[src/rtl/tmds_rx_decoder.sv]
// TMDS receive decoder: common bit-offset word alignment, control/data decode, frame addressing.
// Optional: define TMDS_RX_ERRCNT_EN to enable the channel-disagreement counter on err_cnt.
module tmds_rx_decoder #(
  parameter int LOCK_RUN     = 8,
  parameter int SEARCH_WIN   = 64,
  parameter int LOSS_TIMEOUT = 4096
) (
  input  logic        clk_low,
  input  logic        reset,
  input  logic [9:0]  sym_red,
  input  logic [9:0]  sym_green,
  input  logic [9:0]  sym_blue,
  output logic [7:0]  red,
  output logic [7:0]  green,
  output logic [7:0]  blue,
  output logic        de,
  output logic        hsync,
  output logic        vsync,
  output logic        locked,
  output logic [20:0] addr,
  output logic [15:0] err_cnt
);

  // state  | meaning
  // SEARCH | stepping the bit offset, looking for a run of blue control tokens
  // LOCKED | offset frozen, decoding; timeout watches for control runs
  typedef enum logic {SEARCH, LOCKED} state_t;

  localparam int RUN_W = $clog2(LOCK_RUN + 1);
  localparam int WIN_W = (SEARCH_WIN > 1) ? $clog2(SEARCH_WIN) : 1;
  localparam int TMO_W = (LOSS_TIMEOUT > 1) ? $clog2(LOSS_TIMEOUT) : 1;

  function automatic logic is_token(input logic [9:0] q);
    return (q == 10'h354) || (q == 10'h0AB) || (q == 10'h154) || (q == 10'h2AB);
  endfunction

  function automatic logic [1:0] token_c(input logic [9:0] q);
    logic [1:0] c;
    case (q)
      10'h0AB: c = 2'b01;
      10'h154: c = 2'b10;
      10'h2AB: c = 2'b11;
      default: c = 2'b00;
    endcase
    return c;
  endfunction

  function automatic logic [7:0] decode(input logic [9:0] q);
    logic [7:0] b;
    logic [7:0] d;
    b = q[9] ? ~q[7:0] : q[7:0];
    d[0] = b[0];
    for (int i = 1; i < 8; i++) begin
      d[i] = q[8] ? (b[i] ^ b[i-1]) : ~(b[i] ^ b[i-1]);
    end
    return d;
  endfunction

  function automatic logic [9:0] align(input logic [19:0] w, input logic [3:0] o);
    logic [19:0] s;
    s = w >> o;
    return s[9:0];
  endfunction

  state_t             state;
  logic [3:0]         off;
  logic [RUN_W-1:0]   run;
  logic [RUN_W-1:0]   run_next;
  logic [WIN_W-1:0]   win_cnt;
  logic [TMO_W-1:0]   tmo_cnt;
  logic [9:0]         cur_r, cur_g, cur_b;
  logic [9:0]         prev_r, prev_g, prev_b;
  logic [9:0]         al_r, al_g, al_b;
  logic               blue_tok;
  logic               run_full;
  logic               vsync_d;

  always_ff @(posedge clk_low) begin
    if (reset) begin
      cur_r  <= '0;
      cur_g  <= '0;
      cur_b  <= '0;
      prev_r <= '0;
      prev_g <= '0;
      prev_b <= '0;
    end else begin
      cur_r  <= sym_red;
      cur_g  <= sym_green;
      cur_b  <= sym_blue;
      prev_r <= cur_r;
      prev_g <= cur_g;
      prev_b <= cur_b;
    end
  end

  // Earlier-received word sits in the low half of the window.
  assign al_r = align({cur_r, prev_r}, off);
  assign al_g = align({cur_g, prev_g}, off);
  assign al_b = align({cur_b, prev_b}, off);

  assign blue_tok = is_token(al_b);

  always_comb begin
    run_next = '0;
    if (blue_tok) begin
      run_next = (run == RUN_W'(LOCK_RUN)) ? run : run + 1'b1;
    end
  end

  assign run_full = (run_next == RUN_W'(LOCK_RUN));

  always_ff @(posedge clk_low) begin
    if (reset) begin
      state   <= SEARCH;
      off     <= '0;
      run     <= '0;
      win_cnt <= '0;
      tmo_cnt <= '0;
      locked  <= 1'b0;
    end else begin
      locked <= (state == LOCKED);
      case (state)
        SEARCH: begin
          if (run_full) begin
            state   <= LOCKED;
            run     <= '0;
            win_cnt <= '0;
            tmo_cnt <= '0;
          end else if (win_cnt == WIN_W'(SEARCH_WIN - 1)) begin
            off     <= (off == 4'd9) ? 4'd0 : off + 4'd1;
            run     <= '0;
            win_cnt <= '0;
          end else begin
            run     <= run_next;
            win_cnt <= win_cnt + 1'b1;
          end
        end
        LOCKED: begin
          run <= run_next;
          if (run_full) begin
            tmo_cnt <= '0;
          end else if (tmo_cnt == TMO_W'(LOSS_TIMEOUT - 1)) begin
            state   <= SEARCH;
            run     <= '0;
            win_cnt <= '0;
            tmo_cnt <= '0;
          end else begin
            tmo_cnt <= tmo_cnt + 1'b1;
          end
        end
        default: state <= SEARCH;
      endcase
    end
  end

  // Gating on state (not locked) keeps the outputs in step with the registered locked flag.
  always_ff @(posedge clk_low) begin
    if (reset || state != LOCKED) begin
      de    <= 1'b0;
      red   <= '0;
      green <= '0;
      blue  <= '0;
      hsync <= 1'b0;
      vsync <= 1'b0;
    end else if (blue_tok) begin
      de    <= 1'b0;
      red   <= '0;
      green <= '0;
      blue  <= '0;
      hsync <= token_c(al_b)[0];
      vsync <= token_c(al_b)[1];
    end else begin
      de    <= 1'b1;
      red   <= decode(al_r);
      green <= decode(al_g);
      blue  <= decode(al_b);
    end
  end

  always_ff @(posedge clk_low) begin
    if (reset) begin
      addr    <= '0;
      vsync_d <= 1'b0;
    end else begin
      vsync_d <= vsync;
      if (vsync && !vsync_d) begin
        addr <= '0;
      end else if (de) begin
        addr <= addr + 21'd1;
      end
    end
  end

`ifdef TMDS_RX_ERRCNT_EN
  logic class_diff;
  assign class_diff = (is_token(al_r) != blue_tok) || (is_token(al_g) != blue_tok);

  always_ff @(posedge clk_low) begin
    if (reset) begin
      err_cnt <= '0;
    end else if (locked && class_diff && err_cnt != 16'hFFFF) begin
      err_cnt <= err_cnt + 16'd1;
    end
  end
`else
  assign err_cnt = '0;
`endif

endmodule

[config.mk]
export PLATFORM = sky130hd
export DESIGN_NAME = tmds_rx_decoder
export DESIGN_NICKNAME = d
export VERILOG_FILES = /design/src/rtl/tmds_rx_decoder.sv
export SDC_FILE = /design/constraint.sdc
export NUM_CORES = 1
export LEC_CHECK = 0
export CORE_MARGIN = 3
export CORE_UTILIZATION = 25
export DETAILED_ROUTE_END_ITERATION = 12
export SETUP_SLACK_MARGIN = 0.15
export SKIP_CTS_REPAIR_TIMING = 1
export SLEW_MARGIN = 20
export SYNTH_ARGS = -nofsm -noshare
export SYNTH_HDL_FRONTEND = slang
export SYNTH_SLANG_ARGS = --single-unit
[constraint.sdc]
create_clock -name clk_low -period 4.7 [get_ports clk_low]
set_input_delay 1.41 -clock clk_low [delete_from_list [all_inputs] [get_ports clk_low]]
set_output_delay 1.41 -clock clk_low [all_outputs]
set_load 0.02 [all_outputs]
==> flow_summary.yaml, run 1 <==
status:
  outcome: "completed"
logic_synthesis:
  synth_area_per_cell_um2: 10.3
  synth_edf_count: 0
  ys.flop_type: "dfxtp_1"
  synth.area.mux_share_pct: 23.9
  synth_top_area_cell: "dfxtp_1"
  yosys.cell_count.top_type: "dfxtp_1"
  synthXorXnorAreaFrac_pct: 6.84
  synthTopCellsByCount: "dfxtp_1 (137), nor2_1 (65), nor2b_1 (65)"
  synth_top_family_by_area: "multiplexers"
  synth.area.top_cells: "dfxtp_1 (37%), mux4_2 (16%), mux2i_1 (6.3%), nor2b_1 (5.5%), xnor2_1 (4.2%)"
  synth_top_area_share_pct: 37.0
  synthAdderAreaFrac_pct: 2.19
  yosysWarnings: 0
  async_flop_share_pct: 0
  synth_cell_type_count: 59
  synth_compound_area_share_pct: 7.69
  yosysSeqAreaShare_pct: 37.0
  yosys.area_share.simple_pct: 16.9
  synthesis.area_um2: 7420
  netlist_instances: 720
  synth_seq_cells: 137
route:
  first_pass_iters: 6
  ant_nets: 0
  wl_per_cell_um: 13.8
  drt_iter0_drc: 386
  avgViaCountPerCell: 4.52
  drt-total-wl_um: 16300
  vias: 5319
  drcViolationCount: 0
sta:
  period_minus_slack_ps: 3870
  fin_setup_tns_ps: 0
  hold_viol_final: 0
  finalCritPeriodShare_pct: 82.4
  finalSetupViolCount: 0
  fmax_ghz: 0.258
  tightest_slew_ps: 789
  fin_hold_ws_ps: 493
  max-slew-margin-rel_pct: 47.4
  fin_worst_skew_ps: 6.82
  maxSlewViolCount: 0
  rsz0062_at_grt: "no"
  setup_ws_ps: 827
global_route:
  grt_pass1_wl_um: 26700
  antenna_found_initial: 0
  grt_max_degree: 72
  grt-ovfl-total: 0
  grt_pass1_vias: 5061
  grt_usage_pct: 10.4
placement:
  pre_cts_slack_ps: 752
  port_buffers: 80
  place_hpwl_um: 11900
  routabilityCongestion: 0.804
clock_tree:
  clk_pin_slew_ps: 60
  clock-root-buffer: "clkbuf_16"
  clkLatencyLatePin_ps: 420
  numCtsBuffers: 17
  cts_tree: "built"
  ctsHtreeMaxLevel: 4
  cts_num_sinks: 137
  clockBufferDepth: 2
critical_path:
  arrival_ps: 4210
  r2r-start: "off[0]"
  r2r_cells: 12
  crit_path_end_kind: "flip-flop"
  cp_max_fo: 39
  crit_path_start_kind: "flip-flop"
  path_class: "reg -> reg"
  r2r-end: "blue[6]"
  worst-endpoint-required_ps: 5030
  rrSetupSlack_ps: 830
cells_and_area:
  antenna_cells: 0
  nets: 826
  final_layout_size_suffix_gt1_share_pct: 14.4
  fill_cells: 2941
  syn2layout_area_growth_pct: 22.7
power:
  powerDensity_nw_per_um2: 310
  ir_worst_vdd_mv: 0.231
  leakagePower_nw: 3.10
die:
  rows: 62
  dieArea_um2: 31800
  die_w_um: 178
  io_pins: 97
  die_h_um: 178
  fp.coreArea_um2: 29000
  start_util_pct: 25.6
hold_path:
  hold_class: "reg -> reg"
  hold_path_depth: 2
  hp-start: "tmo_cnt[11]"
  min_to: "tmo_cnt[11]"
run:
  maxCapViolCount: 0
## worst max-delay path, stage by stage, from the launching register on
cell	delay (ps)
dfxtp_4	650
buf_4	590
nor2b_1	320
o2bb2ai_1	160
mux4_2	300
inv_1	50
ha_1	160
and4_1	170
and3_1	200
a21o_1	210
nor2_2	200
nand2_1	500
nor2_1	260
## area by class of cell
cell class / count / area [um^2] / share of cell area, %
Inverter: 19 / 71.3 / 0.783
Timing Repair Buffer: 86 / 841 / 9.23
Clock buffer: 19 / 443 / 4.86
Multi-Input combinational cell: 520 / 4340 / 47.6
Sequential cell: 137 / 2750 / 30.2
Clock inverter: 13 / 191 / 2.10
Tap cell: 384 / 480 / 5.27
## metrics by stage
step / cell area (um^2) / util (%) / std cells / total power, mW
floorplan: 7480 / - / 735 / 1.37
global placement: 8480 / 29.2 / 1146 / 1.42
detailed placement: 8480 / 29.2 / 1146 / 1.42
CTS: 9110 / 31.4 / 1178 / 2.86
global route: 9110 / 31.4 / 1178 / 2.93
finish: 9110 / 31.4 / 1178 / 2.82
## power by group
| group | internal [mW] | switching (mW) |
|---|---|---|
| Sequential | 1.19 | 0.0286 |
| Combinational | 0.0980 | 0.0815 |
| Clock | 0.907 | 0.519 |
| Total | 2.19 | 0.629 |
## cells in the final DEF (no fill, tap or decap), types with 4 or more instances in the layout
cell / netlist / routed
dfxtp_1: 137 / 135
clkdlybuf4s50_1: 0 / 79
nor2b_1: 65 / 65
nor2_1: 65 / 65
mux4_2: 53 / 53
mux2i_1: 47 / 47
xnor2_1: 36 / 36
nand2_1: 34 / 34
a21oi_1: 22 / 22
xor2_1: 22 / 22
o21ai_0: 18 / 18
nand3_1: 17 / 17
clkbuf_16: 0 / 17
inv_1: 16 / 16
conb_1: 1 / 16
nand4_1: 13 / 13
ha_1: 13 / 13
o211ai_1: 9 / 9
and3_1: 8 / 8
nor3b_1: 7 / 7
or3_1: 6 / 6
buf_4: 20 / 6
mux2_2: 5 / 5
mux2_1: 5 / 5
and2_1: 5 / 5
a31oi_1: 4 / 4
and4_1: 4 / 4
nor3_1: 4 / 4
bufinv_16: 0 / 4
## flip-flops by register name (all words and copies together) (netlist names)
signal / flops
addr: 21
tmo_cnt: 12
cur_b: 10
cur_g: 10
cur_r: 10
prev_b: 10
prev_g: 10
prev_r: 10
blue: 8
green: 8
red: 8
win_cnt: 6
off: 4
run: 4
de: 1
hsync: 1
locked: 1
state: 1
vsync: 1
vsync_d: 1
## metal layers
layer,track usage [%],routed length (um)
met1,15.3,8360
met2,15.0,6860
met3,2.41,853
met4,3.25,189
met5,0,0
## logic make-up after synthesis
family | count (synthesis)
fa+ha+maj | 13
compound gates | 83
buf+inv | 78
simple gates | 240
other cells | 1
mux | 110
flops | 137
xor+xnor | 58
## how the worst max path moves through the flow
stage          startpoint  cells past startpoint  slack (ps)  endpoint
3_3_place_gp       off[0]                     12         860    red[0]
5_1_grt            off[0]                     12         380  green[3]
3_5_place_dp       off[0]                     12         750  green[3]
2_1_floorplan      off[0]                     15        1390    run[3]
4_1_cts            off[0]                     12         730  green[3]
6_report           off[0]                     12         830   blue[6]
Note: power is estimated with default switching activity, not from simulation.
==> run 2: changes to the inputs <==
==> constraint.sdc (replaced) <==
create_clock -name clk_low -period 3.35 [get_ports clk_low]
set_input_delay 1.005 -clock clk_low [delete_from_list [all_inputs] [get_ports clk_low]]
set_output_delay 1.005 -clock clk_low [all_outputs]
set_load 0.02 [all_outputs]
==> flow_summary.yaml, run 2 (synthesis results as in run 1) <==
sta:
  fin_worst_skew_ps: 9.96
  tightest_slew_ps: 731
  finalCritPeriodShare_pct: 93.8
  finalSetupViolCount: 0
  period_minus_slack_ps: 3140
  fin_hold_ws_ps: 488
  maxSlewViolCount: 0
  setup_ws_ps: 207
  max-slew-margin-rel_pct: 51.3
  hold_viol_final: 0
  rsz0062_at_grt: "yes"
  fmax_ghz: 0.318
critical_path:
  timing.critical_path.buf_inv: 1
  max_stage_delay_ps: 540
  crit_path_end_kind: "flip-flop"
  crit_chain: "buf_12 > mux4_2 > mux4_2 > ha_1 > and4_4 > and3_4 > a21oi_4 > a21boi_4 > or4_4 > a21oi_2"
  arrival_ps: 3480
  crit_path_start_kind: "flip-flop"
  worst-endpoint-required_ps: 3680
  crit_path_frequent_cell: "mux4_2"
  critical-path-slowest-cell: "mux4_2"
  path_class: "reg -> reg"
  cp_top_family: "multiplexers"
  cp_max_fo: 6
clock_tree:
  numCtsBuffers: 17
  cts_tree: "built"
  ctsHtreeMaxLevel: 4
  clkLatencyLatePin_ps: 420
  clockBufferDepth: 2
  clock-root-buffer: "clkbuf_16"
  cts_num_sinks: 137
  clk_pin_slew_ps: 60
cells_and_area:
  fill_cells: 2967
  syn2layout_area_growth_pct: 26.9
  final_layout_size_suffix_gt1_share_pct: 19.1
  design_area_um2: 9420
  antenna_cells: 0
  nets: 856
  final_util_pct: 32.5
  regMostFlops: "addr"
  reg_top3: "addr: 21 flops, tmo_cnt: 12 flops"
  largest_reg_flops: 21
  mostFrequentLayoutCell: "dfxtp_1"
  final_cell_mix: "dfxtp_1 (135), clkdlybuf4s50_1 (79), nor2_1 (65)"
power:
  power_mw: 3.89
  leakagePower_nw: 3.25
  powerDensity_nw_per_um2: 413
  ir_worst_vdd_mv: 0.330
placement:
  pre_cts_slack_ps: -57.1
  place_hpwl_um: 12400
  routabilityCongestion: 0.857
  port_buffers: 80
  detailed_place.area_um2: 8660
die:
  start_util_pct: 25.6
  io_pins: 97
  rows: 62
  fp.coreArea_um2: 29000
  die_w_um: 178
  die_h_um: 178
  dieArea_um2: 31800
run:
  maxCapViolCount: 0
route:
  vias: 5414
  ant_nets: 0
  first_pass_iters: 4
  drcViolationCount: 0
  drt-total-wl_um: 16900
  wl_per_cell_um: 14.0
  drt_iter0_drc: 320
  avgViaCountPerCell: 4.49
status:
  outcome: "completed"
global_route:
  grt_usage_pct: 10.7
  grt_pass1_wl_um: 27500
  grt_max_degree: 68
  antenna_found_initial: 0
  grt-ovfl-total: 0
  grt_pass1_vias: 5234
hold_path:
  hold_class: "reg -> reg"
==> run 2: changes by cell type in the layout (fill, tap and decap cells not counted), sizes merged <==
cell | before | now
bufinv | 4 | 3
a21boi | 2 | 3
buf | 7 | 36
inv | 22 | 21
==> run 2: routing by layer <==
layer	GRT usage, %	up-vias	routed length (um)
li1	-	2718	-
met1	15.4	2584	8730
met2	15.4	100	7170
met3	3.07	12	821
met4	3.31	0	192
met5	0	-	0
==> run 2: tightest hold or removal path, delay by kind of cell (launching register included) <==
kind | cells | cell delay (ps)
AOI/OAI and AO/OA | 1 | 50
DFF | 1 | 330
and+or+nand+nor | 1 | 60
==> run 2: area by class of cell <==
| type | count | area, um^2 | share of cell area, % |
|---|---|---|---|
| multi-input cells | 521 | 4420 | 46.9 |
| flip-flops and latches | 137 | 2750 | 29.2 |
| repair buffers | 115 | 1090 | 11.6 |
| well taps | 384 | 480 | 5.10 |
| clock buffers | 19 | 453 | 4.81 |
| clock inverters | 11 | 146 | 1.55 |
| inverters | 19 | 71.3 | 0.757 |
==> run 2: path summary, 6_finish.rpt <==
check	from	to	slack (ps)	cells after the start
setup reg to reg	off[0]	off[1]	210	10
hold / removal	vsync	vsync	490	2
setup / recovery	off[0]	off[1]	210	10
hold reg to reg	vsync	vsync	490	2
==> run 2: metrics by stage <==
stage,instances,setup TNS [ps]
after floorplan,735,0
after detailed placement,1169,-114
final,1206,0
after global placement,1169,0
after CTS,1199,-138
after global routing,1206,0
==> run 2: power breakdown <==
group	switching [mW]	internal, mW
clock	0.721	1.20
combinational	0.118	0.144
sequential	0.0393	1.67
==> run 3: changes to the inputs <==
--- a/config.mk
+++ b/config.mk
@@ -5,7 +5,6 @@
 export SDC_FILE = /design/constraint.sdc
 export NUM_CORES = 1
 export LEC_CHECK = 0
-export CORE_MARGIN = 3
 export CORE_UTILIZATION = 25
 export DETAILED_ROUTE_END_ITERATION = 12
 export SETUP_SLACK_MARGIN = 0.15
==> flow_summary.yaml, run 3 (synthesis results as in run 1) <==
clock_tree:
  cts_num_sinks: 137
  clockBufferDepth: 2
  cts_tree: "built"
  clock-root-buffer: "clkbuf_16"
  clkLatencyLatePin_ps: 420
  ctsHtreeMaxLevel: 4
  clk_pin_slew_ps: 60
  numCtsBuffers: 17
sta:
  max-slew-margin-rel_pct: 54.0
  period_minus_slack_ps: 3170
  fmax_ghz: 0.315
  tightest_slew_ps: 691
  fin_hold_ws_ps: 485
  finalSetupViolCount: 0
  hold_viol_final: 0
  finalCritPeriodShare_pct: 94.7
  fin_worst_skew_ps: 8.53
  fin_setup_tns_ps: 0
  maxSlewViolCount: 0
  rsz0062_at_grt: "yes"
global_route:
  grt_usage_pct: 11.1
  grt-ovfl-total: 0
  antenna_found_initial: 0
  grt_pass1_vias: 5037
  grt_max_degree: 42
  grt_pass1_wl_um: 27000
cells_and_area:
  regMostFlops: "addr"
  nets: 860
  fill_cells: 2919
  reg_top3: "addr: 21 flops, tmo_cnt: 12 flops"
  final_cell_mix: "dfxtp_1 (135), clkdlybuf4s50_1 (79), nor2b_1 (65), nor2_1 (65), mux4_2 (53)"
  syn2layout_area_growth_pct: 27.1
  final_layout_size_suffix_gt1_share_pct: 19.1
  mostFrequentLayoutCell: "dfxtp_1"
  antenna_cells: 0
  largest_reg_flops: 21
power:
  swShare_pct: 22.6
  internal_power_mw: 2.98
  leakagePower_nw: 3.28
  combPwrFrac_pct: 6.9
  p_seq_share_pct: 44.3
  powerDensity_nw_per_um2: 408
  clockPowerShare_pct: 48.8
  power_mw: 3.85
  ir_worst_vdd_mv: 0.321
  p_sw_mw: 0.869
route:
  avgViaCountPerCell: 4.49
  drt-total-wl_um: 16700
  drcViolationCount: 0
  drt_iter0_drc: 360
  wl_per_cell_um: 13.8
  first_pass_iters: 5
  vias: 5442
  ant_nets: 0
critical_path:
  crit_path_start_kind: "flip-flop"
  crit_path_end_kind: "flip-flop"
  worst-endpoint-required_ps: 3700
  cp_max_fo: 6
  path_class: "reg -> reg"
  arrival_ps: 3530
die:
  die_w_um: 174
  fp.coreArea_um2: 28900
  io_pins: 97
  dieArea_um2: 30400
  die_h_um: 174
  rows: 62
  start_util_pct: 25.7
hold_path:
  hold_class: "reg -> reg"
placement:
  port_buffers: 80
  place_hpwl_um: 12000
  routabilityCongestion: 0.823
status:
  outcome: "completed"
run:
  maxCapViolCount: 0
run 3: cell types whose count changed in the layout (fill, tap and decap cells not counted), sizes merged:
| cell | previous run | this run |
|---|---|---|
| clkbuf | 19 | 20 |
| clkinv | 3 | 6 |
| a21boi | 3 | 2 |
| inv | 21 | 20 |
| buf | 36 | 41 |
| clkinvlp | 3 | 1 |
run 3: per-stage QoR:
| step | utilization, % | cells | instance area (um^2) | setup slack [ps] |
|---|---|---|---|---|
| after floorplan | - | 735 | 7480 | 167 |
| after global routing | 32.6 | 1211 | 9440 | 100 |
| after detailed placement | 29.8 | 1163 | 8630 | 59.5 |
| final | 32.6 | 1211 | 9440 | 176 |
| after CTS | 31.8 | 1194 | 9210 | 46.2 |
| after global placement | 29.8 | 1163 | 8630 | 140 |
run 3: power by group through the flow:
| stage | Clock, mW | Sequential (mW) | Combinational, mW |
|---|---|---|---|
| global placement | 0 | 1.74 | 0.258 |
| global route | 2.01 | 1.71 | 0.290 |
| detailed placement | 0 | 1.74 | 0.259 |
| CTS | 1.93 | 1.70 | 0.260 |
| finish | 1.88 | 1.70 | 0.264 |
| floorplan | 0 | 1.73 | 0.202 |
run 3: cell type report:
class	count	area [um^2]	area share, %
repair buffers	120	1150	12.2
clock inverters	11	148	1.56
clock buffers	20	437	4.63
multi-input cells	520	4400	46.6
well taps	384	480	5.09
flip-flops and latches	137	2750	29.1
inverters	19	71.3	0.756
run 3: path summary, 6_finish.rpt:
path	startpoint	end	slack, ps	cells after the start
worst max-delay path	off[0]	win_cnt[5]	180	11
worst min-delay path	tmo_cnt[11]	tmo_cnt[11]	490	2
worst max register to register	off[0]	win_cnt[5]	180	11
worst min register to register	tmo_cnt[11]	tmo_cnt[11]	490	2
run 3: worst max-delay path, stage by stage (launching register included):
cell      delay, ps
dfxtp_4         380
buf_12          120
mux4_2          540
mux4_2          520
ha_2            210
and4_4          180
and3_4          180
a21oi_4         150
a21boi_4        100
buf_4           150
or4_4           420
o211ai_1        160
run 3: metal layers:
metal / wire [um] / global-route usage, % / share of wire [%] / vias to the layer above
li1: - / - / - / 2734
met1: 8430 / 16.3 / 50 / 2553
met2: 7160 / 15.3 / 43 / 139
met3: 911 / 2.93 / 5.4 / 16
met4: 215 / 4.39 / 1.3 / 0
met5: 0 / 0 / 0 / -
